$ cat src/rtl/multicycle_pkg.sv
// Shared definitions for the multicycle controller: FSM states, opcodes,
// ALU operation codes and the per-phase control bundles.
package multicycle_pkg;

  typedef enum logic [2:0] {
    S_FETCH  = 3'd0,
    S_DECODE = 3'd1,
    S_EXEC   = 3'd2,
    S_MEM    = 3'd3,
    S_WB     = 3'd4,
    S_TRAP   = 3'd5
  } state_t;

  localparam logic [6:0] OP_R      = 7'b0110011;
  localparam logic [6:0] OP_I      = 7'b0010011;
  localparam logic [6:0] OP_LOAD   = 7'b0000011;
  localparam logic [6:0] OP_STORE  = 7'b0100011;
  localparam logic [6:0] OP_BRANCH = 7'b1100011;
  localparam logic [6:0] OP_JAL    = 7'b1101111;
  localparam logic [6:0] OP_JALR   = 7'b1100111;
  localparam logic [6:0] OP_AUIPC  = 7'b0010111;
  localparam logic [6:0] OP_LUI    = 7'b0110111;

  localparam logic [3:0] CC_AND  = 4'b0000;
  localparam logic [3:0] CC_OR   = 4'b0001;
  localparam logic [3:0] CC_ADD  = 4'b0010;
  localparam logic [3:0] CC_XOR  = 4'b0011;
  localparam logic [3:0] CC_SLL  = 4'b0100;
  localparam logic [3:0] CC_SRL  = 4'b0101;
  localparam logic [3:0] CC_SUB  = 4'b0110;
  localparam logic [3:0] CC_SRA  = 4'b0111;
  localparam logic [3:0] CC_SLT  = 4'b1000;
  localparam logic [3:0] CC_SLTU = 4'b1001;

  typedef struct packed {
    logic reg_write;
    logic mem_to_reg;
    logic reg_to_mem;
    logic alu_src;
    logic mem_write;
    logic mem_read;
    logic con_beq;
    logic con_bnq;
    logic con_blt;
    logic con_bgt;
    logic con_jalr;
    logic jal;
    logic auipc;
    logic lui;
    logic pc_write;
  } ctrl_t;

  function automatic logic uses_alu(input logic [6:0] op);
    return (op == OP_R) || (op == OP_I) || (op == OP_BRANCH) ||
           (op == OP_LOAD) || (op == OP_STORE);
  endfunction

  // Controls driven during EXEC; branches and jumps retire here.
  function automatic ctrl_t exec_ctrl(input logic [6:0] op, input logic [2:0] funct3);
    ctrl_t c;
    c = '0;
    case (op)
      OP_I, OP_LOAD, OP_STORE: c.alu_src = 1'b1;
      OP_BRANCH: begin
        c.pc_write = 1'b1;
        case (funct3)
          3'b000:  c.con_beq = 1'b1;
          3'b001:  c.con_bnq = 1'b1;
          3'b100:  c.con_blt = 1'b1;
          3'b101:  c.con_bgt = 1'b1;
          default: c.pc_write = 1'b0;
        endcase
      end
      OP_JAL:  begin c.jal = 1'b1;      c.reg_write = 1'b1; c.pc_write = 1'b1; end
      OP_JALR: begin c.con_jalr = 1'b1; c.reg_write = 1'b1; c.pc_write = 1'b1; end
      default: c = '0;
    endcase
    return c;
  endfunction

  function automatic ctrl_t mem_ctrl(input logic [6:0] op);
    ctrl_t c;
    c = '0;
    c.mem_read   = (op == OP_LOAD);
    c.mem_write  = (op == OP_STORE);
    c.reg_to_mem = (op == OP_STORE);
    return c;
  endfunction

  function automatic ctrl_t wb_ctrl(input logic [6:0] op);
    ctrl_t c;
    c = '0;
    c.reg_write  = 1'b1;
    c.pc_write   = 1'b1;
    c.mem_to_reg = (op == OP_LOAD);
    c.auipc      = (op == OP_AUIPC);
    c.lui        = (op == OP_LUI);
    return c;
  endfunction

endpackage

$ cat src/rtl/alu_decoder.sv
// Combinational ALU operation decode; valid is low for undecodable
// opcodes and for branches with an unsupported Funct3.
module alu_decoder
  import multicycle_pkg::*;
(
  input  logic [6:0] opcode,
  input  logic [2:0] Funct3,
  input  logic [6:0] Funct7,
  output logic [3:0] ALU_CC,
  output logic       valid
);

  // Opcode/funct decode to ALU operation and legality
  always_comb begin
    ALU_CC = CC_ADD;
    valid  = 1'b1;
    case (opcode)
      OP_R, OP_I: begin
        case (Funct3)
          3'b000:  ALU_CC = ((opcode == OP_R) && (Funct7 == 7'b0100000)) ? CC_SUB : CC_ADD;
          3'b001:  ALU_CC = CC_SLL;
          3'b010:  ALU_CC = CC_SLT;
          3'b011:  ALU_CC = CC_SLTU;
          3'b100:  ALU_CC = CC_XOR;
          3'b101:  ALU_CC = Funct7[5] ? CC_SRA : CC_SRL;
          3'b110:  ALU_CC = CC_OR;
          3'b111:  ALU_CC = CC_AND;
          default: ALU_CC = CC_ADD;
        endcase
      end
      OP_BRANCH: begin
        ALU_CC = CC_SUB;
        valid  = (Funct3 == 3'b000) || (Funct3 == 3'b001) ||
                 (Funct3 == 3'b100) || (Funct3 == 3'b101);
      end
      OP_LOAD, OP_STORE, OP_JAL, OP_JALR, OP_AUIPC, OP_LUI: ALU_CC = CC_ADD;
      default: valid = 1'b0;
    endcase
  end

endmodule

$ cat src/rtl/multicycle_ctrl.sv
// Multicycle instruction controller: FETCH/DECODE/EXEC/MEM/WB sequencing with
// a sticky TRAP state for undecodable instructions.
module multicycle_ctrl
  import multicycle_pkg::*;
#(
  parameter int ALU_CC_W = 4
) (
  input  logic                clk,
  input  logic                reset,
  input  logic [6:0]          opcode,
  input  logic [2:0]          Funct3,
  input  logic [6:0]          Funct7,
  input  logic                imem_ready,
  input  logic                dmem_ready,
  output logic                IRWrite,
  output logic                PCWrite,
  output logic                RegWrite,
  output logic                MemtoReg,
  output logic                RegtoMem,
  output logic                ALUsrc,
  output logic                MemWrite,
  output logic                MemRead,
  output logic                Con_beq,
  output logic                Con_bnq,
  output logic                Con_blt,
  output logic                Con_bgt,
  output logic                Con_Jalr,
  output logic                Jal,
  output logic                AUIPC,
  output logic                LUI,
  output logic [ALU_CC_W-1:0] ALU_CC,
  output logic                illegal,
  output logic [2:0]          state_o
);

  state_t              state;
  ctrl_t               ctrl;
  logic [ALU_CC_W-1:0] alu_cc_r;
  logic [3:0]          dec_cc;
  logic                dec_valid;
  logic                store_done;

  alu_decoder u_alu_decoder (
    .opcode (opcode),
    .Funct3 (Funct3),
    .Funct7 (Funct7),
    .ALU_CC (dec_cc),
    .valid  (dec_valid)
  );

  // State register with controls registered for the state being entered
  always_ff @(posedge clk or negedge reset) begin
    if (!reset) begin
      state    <= S_FETCH;
      ctrl     <= '0;
      alu_cc_r <= '0;
      illegal  <= 1'b0;
    end else begin
      ctrl     <= '0;
      alu_cc_r <= '0;
      case (state)
        S_FETCH: state <= imem_ready ? S_DECODE : S_FETCH;
        S_DECODE: begin
          if (dec_valid) begin
            state <= S_EXEC;
            ctrl  <= exec_ctrl(opcode, Funct3);
            if (uses_alu(opcode)) alu_cc_r <= ALU_CC_W'(dec_cc);
          end else begin
            state   <= S_TRAP;
            illegal <= 1'b1;
          end
        end
        S_EXEC: begin
          if ((opcode == OP_LOAD) || (opcode == OP_STORE)) begin
            state <= S_MEM;
            ctrl  <= mem_ctrl(opcode);
          end else if ((opcode == OP_BRANCH) || (opcode == OP_JAL) || (opcode == OP_JALR)) begin
            state <= S_FETCH;
          end else begin
            state <= S_WB;
            ctrl  <= wb_ctrl(opcode);
          end
        end
        S_MEM: begin
          if (!dmem_ready) begin
            state <= S_MEM;
            ctrl  <= mem_ctrl(opcode);
          end else if (opcode == OP_LOAD) begin
            state <= S_WB;
            ctrl  <= wb_ctrl(opcode);
          end else begin
            state <= S_FETCH;
          end
        end
        S_WB:    state <= S_FETCH;
        S_TRAP:  state <= S_TRAP;
        default: state <= S_FETCH;
      endcase
    end
  end

  // Handshake-completion strobes must act in the same cycle as the ready input
  assign store_done = (state == S_MEM) && (opcode == OP_STORE) && dmem_ready;
  assign IRWrite    = reset && (state == S_FETCH) && imem_ready;
  assign PCWrite    = ctrl.pc_write | store_done;

  assign RegWrite = ctrl.reg_write;
  assign MemtoReg = ctrl.mem_to_reg;
  assign RegtoMem = ctrl.reg_to_mem;
  assign ALUsrc   = ctrl.alu_src;
  assign MemWrite = ctrl.mem_write;
  assign MemRead  = ctrl.mem_read;
  assign Con_beq  = ctrl.con_beq;
  assign Con_bnq  = ctrl.con_bnq;
  assign Con_blt  = ctrl.con_blt;
  assign Con_bgt  = ctrl.con_bgt;
  assign Con_Jalr = ctrl.con_jalr;
  assign Jal      = ctrl.jal;
  assign AUIPC    = ctrl.auipc;
  assign LUI      = ctrl.lui;
  assign ALU_CC   = alu_cc_r;
  assign state_o  = state;

endmodule

$ cat config.mk
export PLATFORM = sky130hd
export DESIGN_NAME = multicycle_ctrl
export DESIGN_NICKNAME = d
export VERILOG_FILES = /design/src/rtl/multicycle_pkg.sv /design/src/rtl/alu_decoder.sv /design/src/rtl/multicycle_ctrl.sv
export SDC_FILE = /design/constraint.sdc
export NUM_CORES = 1
export LEC_CHECK = 0
export BUFFER_PORTS_ARGS = -buffer_cell sky130_fd_sc_hd__buf_2
export CORE_ASPECT_RATIO = 2
export CORE_MARGIN = 2
export CORE_UTILIZATION = 30
export DETAILED_ROUTE_END_ITERATION = 7
export PLACE_DENSITY_LB_ADDON = 0.08
export SYNTH_ARGS = -nofsm -noshare
export SYNTH_HDL_FRONTEND = slang
export SYNTH_SLANG_ARGS = --single-unit
$ cat constraint.sdc
create_clock -name clk -period 4.6 [get_ports clk]
set_input_delay 0.46 -clock clk [delete_from_list [all_inputs] [get_ports clk]]
set_output_delay 0.46 -clock clk [all_outputs]
set_load 0.1 [all_outputs]
# ---- Word-level counts from Yosys, hierarchy flattened
# Index checks and enable logic that the tools add are counted.
dict set report word_totals {
  register_bits 23
  input_bits 21
}
dict set report classes {
  n_eq_ne 21
  n_mux 32
  n_bitwise 2
  n_reduce_logical 23
}
# op n
set ops {}
lappend ops {{$mux 15} 5}
lappend ops {{$pmux 15 s3} 1}
lappend ops {{$pmux 4 s8} 1}
lappend ops {{$eq 7x6->1 const B} 4}
lappend ops {{$eq 7x7->1 const B} 3}
lappend ops {{$mux 3} 6}
lappend ops {{$mux 4} 4}
lappend ops {{$eq 3x3->1 const B} 5}
lappend ops {{$pmux 3 s5} 1}
lappend ops {{$eq 7x5->1 const B} 2}
lappend ops {{$eq 3x2->1 const B} 4}
lappend ops {{$logic_or 1x1->1} 10}
lappend ops {{$mux 1} 10}
lappend ops {{$pmux 4 s2} 1}
lappend ops {{$reduce_or 8->1} 1}
lappend ops {{$eq 7x2->1 const B} 1}
lappend ops {{$eq 3x1->1 const B} 2}
lappend ops {{$logic_not 3->1} 2}
lappend ops {{$logic_and 1x1->1} 5}
lappend ops {{$pmux 1 s2} 2}
lappend ops {{$reduce_or 2->1} 2}
lappend ops {{$reduce_or 4->1} 1}
lappend ops {{$reduce_or 3->1} 1}
lappend ops {{$mux 2} 1}
lappend ops {{other kinds (3)} 3}

# ---- Depth between registers and ports, before layout
# Gate-level depths: netlist of run 1.
dict set report depth {
  ltp_word 8
  depth_mapped 5
  ltp_nobuf 4
}

# ---- By module
# Synthesis of run 1 repeated with hierarchy kept, for this count alone.
dict set report hier_totals {
  hier_cells 111
  area_unflattened_um2 1118.6
}
# mod instances cells_per_inst area_per_inst_um2 seq_area_each_um2
set modules_own_cells {}
lappend modules_own_cells {multicycle_ctrl 1 87 957.2 550.5}
lappend modules_own_cells {alu_decoder 1 24 161.4 0.0}

# ---- Worst setup path after synthesis of run 1
# No wires, ideal clock.
dict set report synth_timing {
  kind {flip-flop to output port}
  start {register state[1], in the netlist state_o[1]}
  end {output port PCWrite}
  arrival_ns 2.207
  setup_slack_ns 1.933
  stages_incl_launch_ff 4
  cell_sequence {dfrtp_1 > nand2b_1 > nor2_1 > a41o_1}
}
dict set report synth_via {
  elab_chain_len 4
}
# item line
set synth_lines {}
lappend synth_lines {{start: declaration} multicycle_ctrl.sv:36} ;# state_t state;
lappend synth_lines {{start signal: assignment} multicycle_ctrl.sv:62} ;# S_FETCH: state <= imem_ready ? S_DECODE : S_FETCH;
lappend synth_lines {{$eq 3x2->1} multicycle_ctrl.sv:103} ;# assign store_done = (state == S_MEM) && (opcode == OP_STORE) && dmem_ready;
lappend synth_lines {{$logic_and 1x1->1 (2 in a row)} multicycle_ctrl.sv:103}
lappend synth_lines {{$or 1x1->1} multicycle_ctrl.sv:105} ;# assign PCWrite = ctrl.pc_write | store_done;
lappend synth_lines {{end: declaration} multicycle_ctrl.sv:16} ;# output logic PCWrite,
# No other way between the ends.

# ---- Worst setup path in the final report of run 1
dict set report layout_timing {
  start {input port opcode[2]}
  end {output port PCWrite}
}
dict set report layout_via {
  elab_chain_len 4
}
# item line
set layout_lines {}
lappend layout_lines {{start: declaration} multicycle_ctrl.sv:10} ;# input logic [6:0] opcode,
lappend layout_lines {{$eq 7x6->1} multicycle_ctrl.sv:103}
lappend layout_lines {{$logic_and 1x1->1 (2 in a row)} multicycle_ctrl.sv:103}
lappend layout_lines {{$or 1x1->1} multicycle_ctrl.sv:105}
# No other way between the ends.

==> key figures, run 1 <==
Power and ir drop
  – Sequential power share: 43.9%
  – Comb pwr share: 33.8%
  – Pwr dens: 359 mW/mm²
  – Power Internal: 300 µW
  – Clock power share: 22.2%
  – Sw Share: 40.6%
  – IR Drop Worst-Case VDD: 0.000250 V
  – Sw power: 204 µW
  – P_leak: 0.000713 µW

Outcome
  – Outcome: complete, no violations

GRT
  – Largest net degree at the start of global routing: 24
  – Initial antenna violation count: 0
  – Global-route wire length before repair: 4570 µm
  – Gr ovfl total: 0
  – Number of global-route vias before repair: 982
  – GRT Total Usage: 14.8%

Clock network
  – Post-CTS Hold Buffers: 0
  – Worst-path clk slew: 70 ps
  – H-tree depth: 1
  – Post-CTS Setup Repair Bufs: 0
  – Num Clock Sinks: 22
  – TritonCTS clock tree: built
  – CTS root buffer: clkbuf_8
  – Clock tree buffer depth: 2
  – Num CTS Buffers: 3
  – Skew-Pair Late Insertion Delay: 250 ps
  – Post-CTS Resized: 0

Final layout
  – Diodes inserted: 0
  – Max FFs per register: 4
  – Fin nets: 170
  – Layout cell share with drive strength beyond 1: 40.8%
  – Fin util: 39.3%
  – Synthesis-to-finish area growth: 27.1%

STA
  – Setup clock skew after layout: 2.26 ps
  – Final Critical Period: 2550 ps
  – Final hold vios: 0
  – Tightest Pin Transition: 688 ps
  – RSZ-0062 raised after global routing: no
  – Setup TNS: 0 ps
  – Pins Over Slew Limit: 0
  – Fmax: 392 MHz
  – Final Setup Violations: 0
  – Final worst slack: 2050 ps
  – Slew headroom: 53.8%
  – Final Cycle Share: 55.5%

Critical path
  – R2r setup slk: 2660 ps
  – Crit Path Max Fanout: 9
  – Critical Path Start Type: primary input
  – Critical Path AT: 2090 ps
  – Critical path class: primary input to primary output
  – CP endpoint kind: primary output
  – Required @ worst endpoint: 4140 ps

Synth
  – Post-Syn Instances: 103
  – Yosys top cell area share: 49.9%
  – Post-synth net total: 124
  – Synth cell types: 43
  – XOR/XNOR Fraction of Synth Area: 0.794%
  – Post-Synth Simple-Gate Area: 31.3%
  – Post-synthesis sequential area ratio: 49.9%
  – Post-synthesis adder-cell area fraction: 0%
  – EDFF count, synth: 0
  – Most frequent cell after synthesis: dfrtp_1
  – Top cells by count, synth: dfrtp_1, nor2_1, nand2_1
  – Synth Area in Compound Gates: 12.8%
  – Most common flop cell mapped by yosys: dfrtp_1
  – Yosys top cell by area: dfrtp_1
  – Ranking of synthesized cells by area: dfrtp_1, nor3_1, nor2_1, nand2_1, inv_1
  – Mapped cell area: 0.00110 mm²
  – FFs w/ async S/R, synth: 100%
  – Mux cell area share after synthesis: 1.02%
  – #FFs+latches synth: 22
  – Synthesis warning total: 0
  – Main combinational cell family by area after synthesis: simple AND/OR/NAND/NOR gates
  – Syn Area/Cell: 10.7 µm²

Floorplanning
  – I/O Pins: 45
  – DIE WIDTH: 46.9 µm
  – Starting Density: 30.9%
  – Die span in y: 89.8 µm
  – Die area: 0.00421 mm²
  – Row cnt: 31
  – Core ar.: 0.00357 mm²

Route
  – Initial DRC count: 17
  – DR pass1 iterations: 4
  – Post-DR wirelength/cell: 14.3 µm
  – Post-Route WL: 2800 µm
  – DRC errors left: 0
  – Vias: 976
  – Antenna Violating Nets Remaining: 0
  – Via density: 4.98

Min path
  – Hold crit path type: primary input to asynchronous set/reset pin

Flow run
  – Max Cap Violations: 0

Place
  – Dpl ws: 2050 ps
  – Port buffer count: 44
  – Placer Congestion: 1.00
  – Final HPWL DP: 2290 µm
==> power groups by stage <==
stage	clock network [µW]	logic [µW]	registers, µW
global route	125	181	224
floorplan	0	70.1	284
global placement	0	173	225
CTS	121	172	221
finish	112	170	221
detailed placement	0	171	225
==> worst max-delay path, cell delays in order <==
cell	delay (ps)
buf_2	150
or3_1	410
or2_1	300
nor2_1	170
a41o_1	180
buf_2	420
==> metrics by stage <==
step | hold slack (ps) | area [µm²] | instances | power [µW]
2_1_floorplan | 164 | 1100 | 103 | 354
3_3_place_gp | 441 | 1360 | 193 | 398
3_5_place_dp | 439 | 1360 | 193 | 396
4_1_cts | 174 | 1400 | 196 | 513
5_1_grt | 213 | 1400 | 196 | 530
6_report | 161 | 1400 | 196 | 504
==> metal layers <==
metal	part of all wire, %	GRT usage (%)	vias up	routed length [µm]
met5	0	0	-	0
met4	4.2	9.49	0	118
met3	4.7	2.01	8	131
met2	54	23.9	41	1520
met1	37	17.0	457	1030
li1	-	-	470	-
==> layout by cell type, fill, tap and decap left out, types with 2 or more instances in the layout <==
| cell type | n |
|---|---|
| nand2_1 | 8 |
| nor4_1 | 3 |
| dfrtp_1 | 22 |
| buf_2 | 44 |
| or4_4 | 2 |
| nand2b_1 | 2 |
| nand3_1 | 2 |
| o211ai_1 | 2 |
| o21ai_0 | 2 |
| nor3_1 | 7 |
| or3_1 | 2 |
| inv_1 | 6 |
| and3_1 | 2 |
| nand4_1 | 2 |
| a21oi_1 | 3 |
| nor2_1 | 9 |
| nor4bb_1 | 2 |
| clkbuf_8 | 3 |
==> logic make-up (layout without fill, tap and decap cells) <==
logic type,count (synthesis),count (layout)
AND/OR/NAND/NOR,52,52
flip-flops,22,22
AO/OA/AOI/OAI,18,18
buffers and inverters,9,53
XOR/XNOR,1,1
multiplexers,1,1
==> path summary, 6_finish.rpt <==
check,start,cells past startpoint,to
min in group clk,illegal,1,illegal
worst min-delay path,reset,1,Con_bnq
worst max-delay path,opcode[2],6,PCWrite
worst min register to register,illegal,1,illegal
worst max register to register,state_o[0],4,ALU_CC[3]
max in group asynchronous,reset,1,Con_bgt
==> layout make-up <==
class	instances	area, µm²
clock buffers	3	41.3
fillers	387	2170
inverters	6	22.5
multi-input cells	72	507
flip-flops and latches	22	551
well taps	49	61.3
repair buffers	44	220
Note: power is estimated with default switching activity, not from simulation.
==> inputs of run 2 (changes only) <==
Clock period 4.6 ns to 2.65 ns, I/O delays scaled along.
==> key figures, run 2 (synthesis gave the netlist of run 1 again) <==
Critical path
  – Crit Path Max Fanout: 9 (unchanged)
  – Critical path class: primary input to primary output (unchanged)
  – Required @ worst endpoint: 2380 ps (was 4140 ps)
  – Critical path origin: opcode[2] (unchanged)
  – Critical Path Start Type: primary input (unchanged)
  – Origin of the critical flop-to-flop path: state_o[0] (unchanged)
  – Count of cells along the worst register-to-register path: 5 (was 4)
  – Critical Path AT: 1900 ps (was 2090 ps)
  – CP endpoint kind: primary output (unchanged)

Clock network
  – CTS root buffer: clkbuf_8 (unchanged)
  – Clock tree buffer depth: 2 (unchanged)
  – TritonCTS clock tree: built (unchanged)
  – Post-CTS Hold Buffers: 0 (unchanged)
  – Post-CTS Setup Repair Bufs: 0 (unchanged)
  – H-tree depth: 1 (unchanged)
  – Skew-Pair Late Insertion Delay: 260 ps (was 250 ps)
  – Num Clock Sinks: 22 (unchanged)
  – Num CTS Buffers: 3 (unchanged)
  – Worst-path clk slew: 80 ps (was 70 ps)
  – Post-CTS Resized: 0 (unchanged)

Final layout
  – Most common cell after layout, fill and taps aside: buf_2 (unchanged)
  – Layout cell share with drive strength beyond 1: 42.0% (was 40.8%)
  – Fillers: 402 (was 387)
  – Synthesis-to-finish area growth: 29.7% (was 27.1%)
  – Commonest cells after routing, fill and taps aside: buf_2, dfrtp_1, nor2_1, nand2_1, nor3_1 (unchanged)
  – Diodes inserted: 0 (unchanged)
  – Max FFs per register: 4 (unchanged)
  – Fin util: 40.1% (was 39.3%)
  – Fin nets: 172 (was 170)

Power and ir drop
  – P_leak: 0.000730 µW (was 0.000713 µW)
  – Pwr dens: 650 mW/mm² (was 359 mW/mm²)
  – IR Drop Worst-Case VDD: 0.000471 V (was 0.000250 V)

Route
  – DRC errors left: 0 (unchanged)
  – Via density: 5.01 (was 4.98)
  – Initial DRC count: 17 (unchanged)
  – Post-Route WL: 2880 µm (was 2800 µm)
  – DR pass1 iterations: 4 (unchanged)
  – Antenna Violating Nets Remaining: 0 (unchanged)
  – Post-DR wirelength/cell: 14.4 µm (was 14.3 µm)
  – Vias: 996 (was 976)

GRT
  – GRT Total Usage: 15.3% (was 14.8%)
  – Gr ovfl total: 0 (unchanged)
  – Global-route wire length before repair: 4740 µm (was 4570 µm)
  – Largest net degree at the start of global routing: 23 (was 24)
  – Initial antenna violation count: 0 (unchanged)
  – Number of global-route vias before repair: 998 (was 982)

Floorplanning
  – Die span in y: 89.8 µm (unchanged)
  – Row cnt: 31 (unchanged)
  – DIE WIDTH: 46.9 µm (unchanged)
  – Die area: 0.00421 mm² (unchanged)
  – Starting Density: 30.9% (unchanged)
  – Core ar.: 0.00357 mm² (unchanged)
  – I/O Pins: 45 (unchanged)

STA
  – RSZ-0062 raised after global routing: no (unchanged)
  – Worst hold margin: -0.408 ps (was 161 ps)
  – Fmax: 461 MHz
  – Final Cycle Share: 81.8%
  – Setup clock skew after layout: 4.57 ps (was 2.26 ps)
  – Final hold vios: 6 (was 0)
  – Final Critical Period: 2170 ps
  – Setup TNS: 0 ps (unchanged)
  – Slew headroom: 67.7% (was 53.8%)
  – Pins Over Slew Limit: 0 (unchanged)
  – Tightest Pin Transition: 488 ps (was 688 ps)
  – Final Setup Violations: 0 (unchanged)

Place
  – Final HPWL DP: 2390 µm (was 2290 µm)
  – Port buffer count: 44 (unchanged)
  – Placer Congestion: 0.868 (was 1.00)

Outcome
  – Outcome: finished, violations left (was complete, no violations)
  – Failing checks: hold timing

Min path
  – Hold crit path type: primary input to asynchronous set/reset pin (unchanged)

Flow run
  – Max Cap Violations: 0 (unchanged)
[run 2: path summary, 6_finish.rpt]
check	endpoint	slack, ps
hold / removal	MemWrite	-0.4
setup / recovery	PCWrite	480
min in group clk	Con_beq	270
setup reg to reg	ALU_CC[3]	1020
max in group asynchronous	illegal	2430
hold reg to reg	illegal	460
[run 2: report_power, final]
group | switching (µW) | internal [µW] | total, µW
registers | 32.4 | 352 | 384
clock network | 102 | 132 | 234
logic | 235 | 77.0 | 312
[run 2: layout make-up]
class,instances,area (µm²),share of cell area [%]
inverter,6,22.5,1.57
clock buffer,4,55.1,3.85
timing repair buffer,46,235,16.4
tap,49,61.3,4.28
multi-input combinational,72,507,35.4
sequential,22,551,38.5
[run 2: layer usage]
layer | vias to the layer above | wire length [µm] | track usage [%]
li1 | 478 | - | -
met1 | 476 | 1080 | 16.5
met2 | 36 | 1590 | 26.5
met3 | 6 | 137 | 2.41
met4 | 0 | 65 | 7.64
met5 | - | 0 | 0
[run 2: critical path, stage by stage]
cell and delay, ps:
buf_2 150, or3_1 420, or2_1 290, nor2_1 170, a41o_1 180, buf_2 420
[run 2: metrics by stage]
step                cells  hold WS (ps)  power, µW  area [µm²]  setup WS, ps
floorplan             103         -30.6        614        1100           178
detailed placement    195           301        702        1380           479
CTS                   199          15.9        941        1430           474
finish                199        -0.408        930        1430           482
global placement      195           304        703        1380           503
global route          199          34.4        976        1430           422
==> inputs of run 3 (changes only) <==
Clock period 2.65 ns to 2.2 ns, I/O delays scaled along.
==> key figures, run 3 (synthesis gave the netlist of run 1 again) <==
Outcome
  – Outcome: complete, no violations (was finished, violations left)

Route
  – Post-DR wirelength/cell: 14.5 µm (was 14.4 µm)
  – Vias: 978 (was 996)
  – Post-Route WL: 2910 µm (was 2880 µm)
  – DR pass1 iterations: 4 (unchanged)
  – DRC errors left: 0 (unchanged)
  – Antenna Violating Nets Remaining: 0 (unchanged)
  – Via density: 4.87 (was 5.01)
  – Initial DRC count: 15 (was 17)

STA
  – RSZ-0062 raised after global routing: no (unchanged)
  – Final Setup Violations: 0 (unchanged)
  – Slew headroom: 67.6% (was 67.7%)
  – Setup TNS: 0 ps (unchanged)
  – Final Cycle Share: 86.4%
  – Tightest Pin Transition: 490 ps (was 488 ps)
  – Final Critical Period: 1900 ps
  – Final hold vios: 0 (was 6)
  – Fmax: 526 MHz
  – Setup clock skew after layout: 7.80 ps (was 4.57 ps)
  – Pins Over Slew Limit: 0 (unchanged)

Critical path
  – Critical Path AT: 1680 ps (was 1900 ps)
  – Critical path's slowest cell: or3_1 (unchanged)
  – CP max stage delay: 420 ps (about the same)
  – Top Family by Delay on Critical Path: simple AND/OR/NAND/NOR gates (unchanged)
  – Worst-path cell chain: buf_2 -> or3_1 -> or2_1 -> nor2_1 -> a41o_2 -> buf_12 (was buf_2 -> or3_1 -> or2_1 -> nor2_1 -> a41o_1 -> buf_2)
  – Crit path buf inv count: 2 (unchanged)
  – Required @ worst endpoint: 1980 ps (was 2380 ps)
  – Crit Path Max Fanout: 9 (unchanged)
  – Critical Path Start Type: primary input (unchanged)
  – Critical path class: primary input to primary output (unchanged)
  – CP endpoint kind: primary output (unchanged)

Clock network
  – Post-CTS Hold Buffers: 1 (was 0)
  – Post-CTS Resized: 0 (unchanged)
  – TritonCTS clock tree: built (unchanged)
  – Post-CTS Setup Repair Bufs: 0 (unchanged)
  – Worst-path clk slew: 70 ps (was 80 ps)
  – Num CTS Buffers: 3 (unchanged)
  – Skew-Pair Late Insertion Delay: 270 ps (was 260 ps)
  – Num Clock Sinks: 22 (unchanged)
  – H-tree depth: 1 (unchanged)
  – Clock tree buffer depth: 2 (unchanged)
  – CTS root buffer: clkbuf_8 (unchanged)

Final layout
  – Fin util: 41.6% (was 40.1%)
  – Finished Cell Area: 0.00149 mm² (was 0.00143 mm²)
  – Max FFs per register: 4 (unchanged)
  – Fillers: 396 (was 402)
  – Most common cell after layout, fill and taps aside: buf_2 (unchanged)
  – Post-route insts no fill: 201 (was 199)
  – Diodes inserted: 0 (unchanged)
  – Commonest cells after routing, fill and taps aside: buf_2, dfrtp_1, nor2_1, nand2_1, nor3_1 (unchanged)
  – FF/Latch Area: 553 µm² (was 551 µm²)
  – Synthesis-to-finish area growth: 34.6% (was 29.7%)
  – Area of the multi-input gates: 509 µm² (was 507 µm²)
  – Fin nets: 174 (was 172)
  – Layout cell share with drive strength beyond 1: 44.7% (was 42.0%)

Place
  – Placed insts: 196 (was 195)
  – Final HPWL DP: 2380 µm (was 2390 µm)
  – Placed Area: 0.00140 mm² (was 0.00138 mm²)
  – Placer Congestion: 0.926 (was 0.868)
  – Port buffer count: 44 (unchanged)

GRT
  – Initial antenna violation count: 0 (unchanged)
  – Number of global-route vias before repair: 987 (was 998)
  – Gr ovfl total: 0 (unchanged)
  – Largest net degree at the start of global routing: 23 (unchanged)
  – Global-route wire length before repair: 4500 µm (was 4740 µm)
  – GRT Total Usage: 15.0% (was 15.3%)

Power and ir drop
  – P_leak: 0.000743 µW (was 0.000730 µW)
  – IR Drop Worst-Case VDD: 0.000613 V (was 0.000471 V)
  – Total Power: 1220 µW (was 930 µW)
  – Pwr dens: 820 mW/mm² (was 650 mW/mm²)

Floorplanning
  – I/O Pins: 45 (unchanged)
  – Row cnt: 31 (unchanged)
  – Die area: 0.00421 mm² (unchanged)
  – DIE WIDTH: 46.9 µm (unchanged)
  – Starting Density: 30.9% (unchanged)
  – Core ar.: 0.00357 mm² (unchanged)
  – Die span in y: 89.8 µm (unchanged)

Min path
  – Hold crit path type: primary input to flip-flop (was primary input to asynchronous set/reset pin)

Flow run
  – Max Cap Violations: 0 (unchanged)
-- run 3: final timing paths --
path / depth (start not counted) / endpoint / from / slack [ps]
setup / recovery: 6 / PCWrite / opcode[2] / 300
hold / removal: 2 / Con_Jalr / opcode[3] / 220
setup reg to reg: 5 / AUIPC / state_o[2] / 600
hold reg to reg: 1 / illegal / illegal / 460
max in group asynchronous: 3 / state_o[1] / reset / 1470
min in group asynchronous: 3 / ALUsrc / reset / 490
-- run 3: cell type report --
cell class / instances / share of cell area [%]
clock buffer: 3 / 2.78
clock inverter: 1 / 2.02
inverter: 6 / 1.52
multi-input combinational: 72 / 34.3
sequential: 22 / 37.2
tap: 49 / 4.13
timing repair buffer: 48 / 18.0
-- run 3: routing by layer --
layer / global-route usage (%) / wire (µm) / vias up
met2: 26.4 / 1640 / 34
met4: 7.18 / 59 / 0
li1: - / - / 481
met1: 16.2 / 1090 / 458
met3: 1.81 / 123 / 5
met5: 0 / 0 / -
-- run 3: power by group --
| part | leakage, µW | internal, µW | switching, µW |
|---|---|---|---|
| combinational | 0.000414 | 96.4 | 282 |
| sequential | 0.000294 | 426 | 36.1 |
| clock | 0.0000357 | 243 | 133 |
-- run 3: through the flow --
step / worst slack, ps / hold slack [ps]
global placement: 323 / 259
detailed placement: 294 / 259
CTS: 287 / 221
finish: 298 / 218
floorplan: 154 / -75.6
global route: 192 / 230
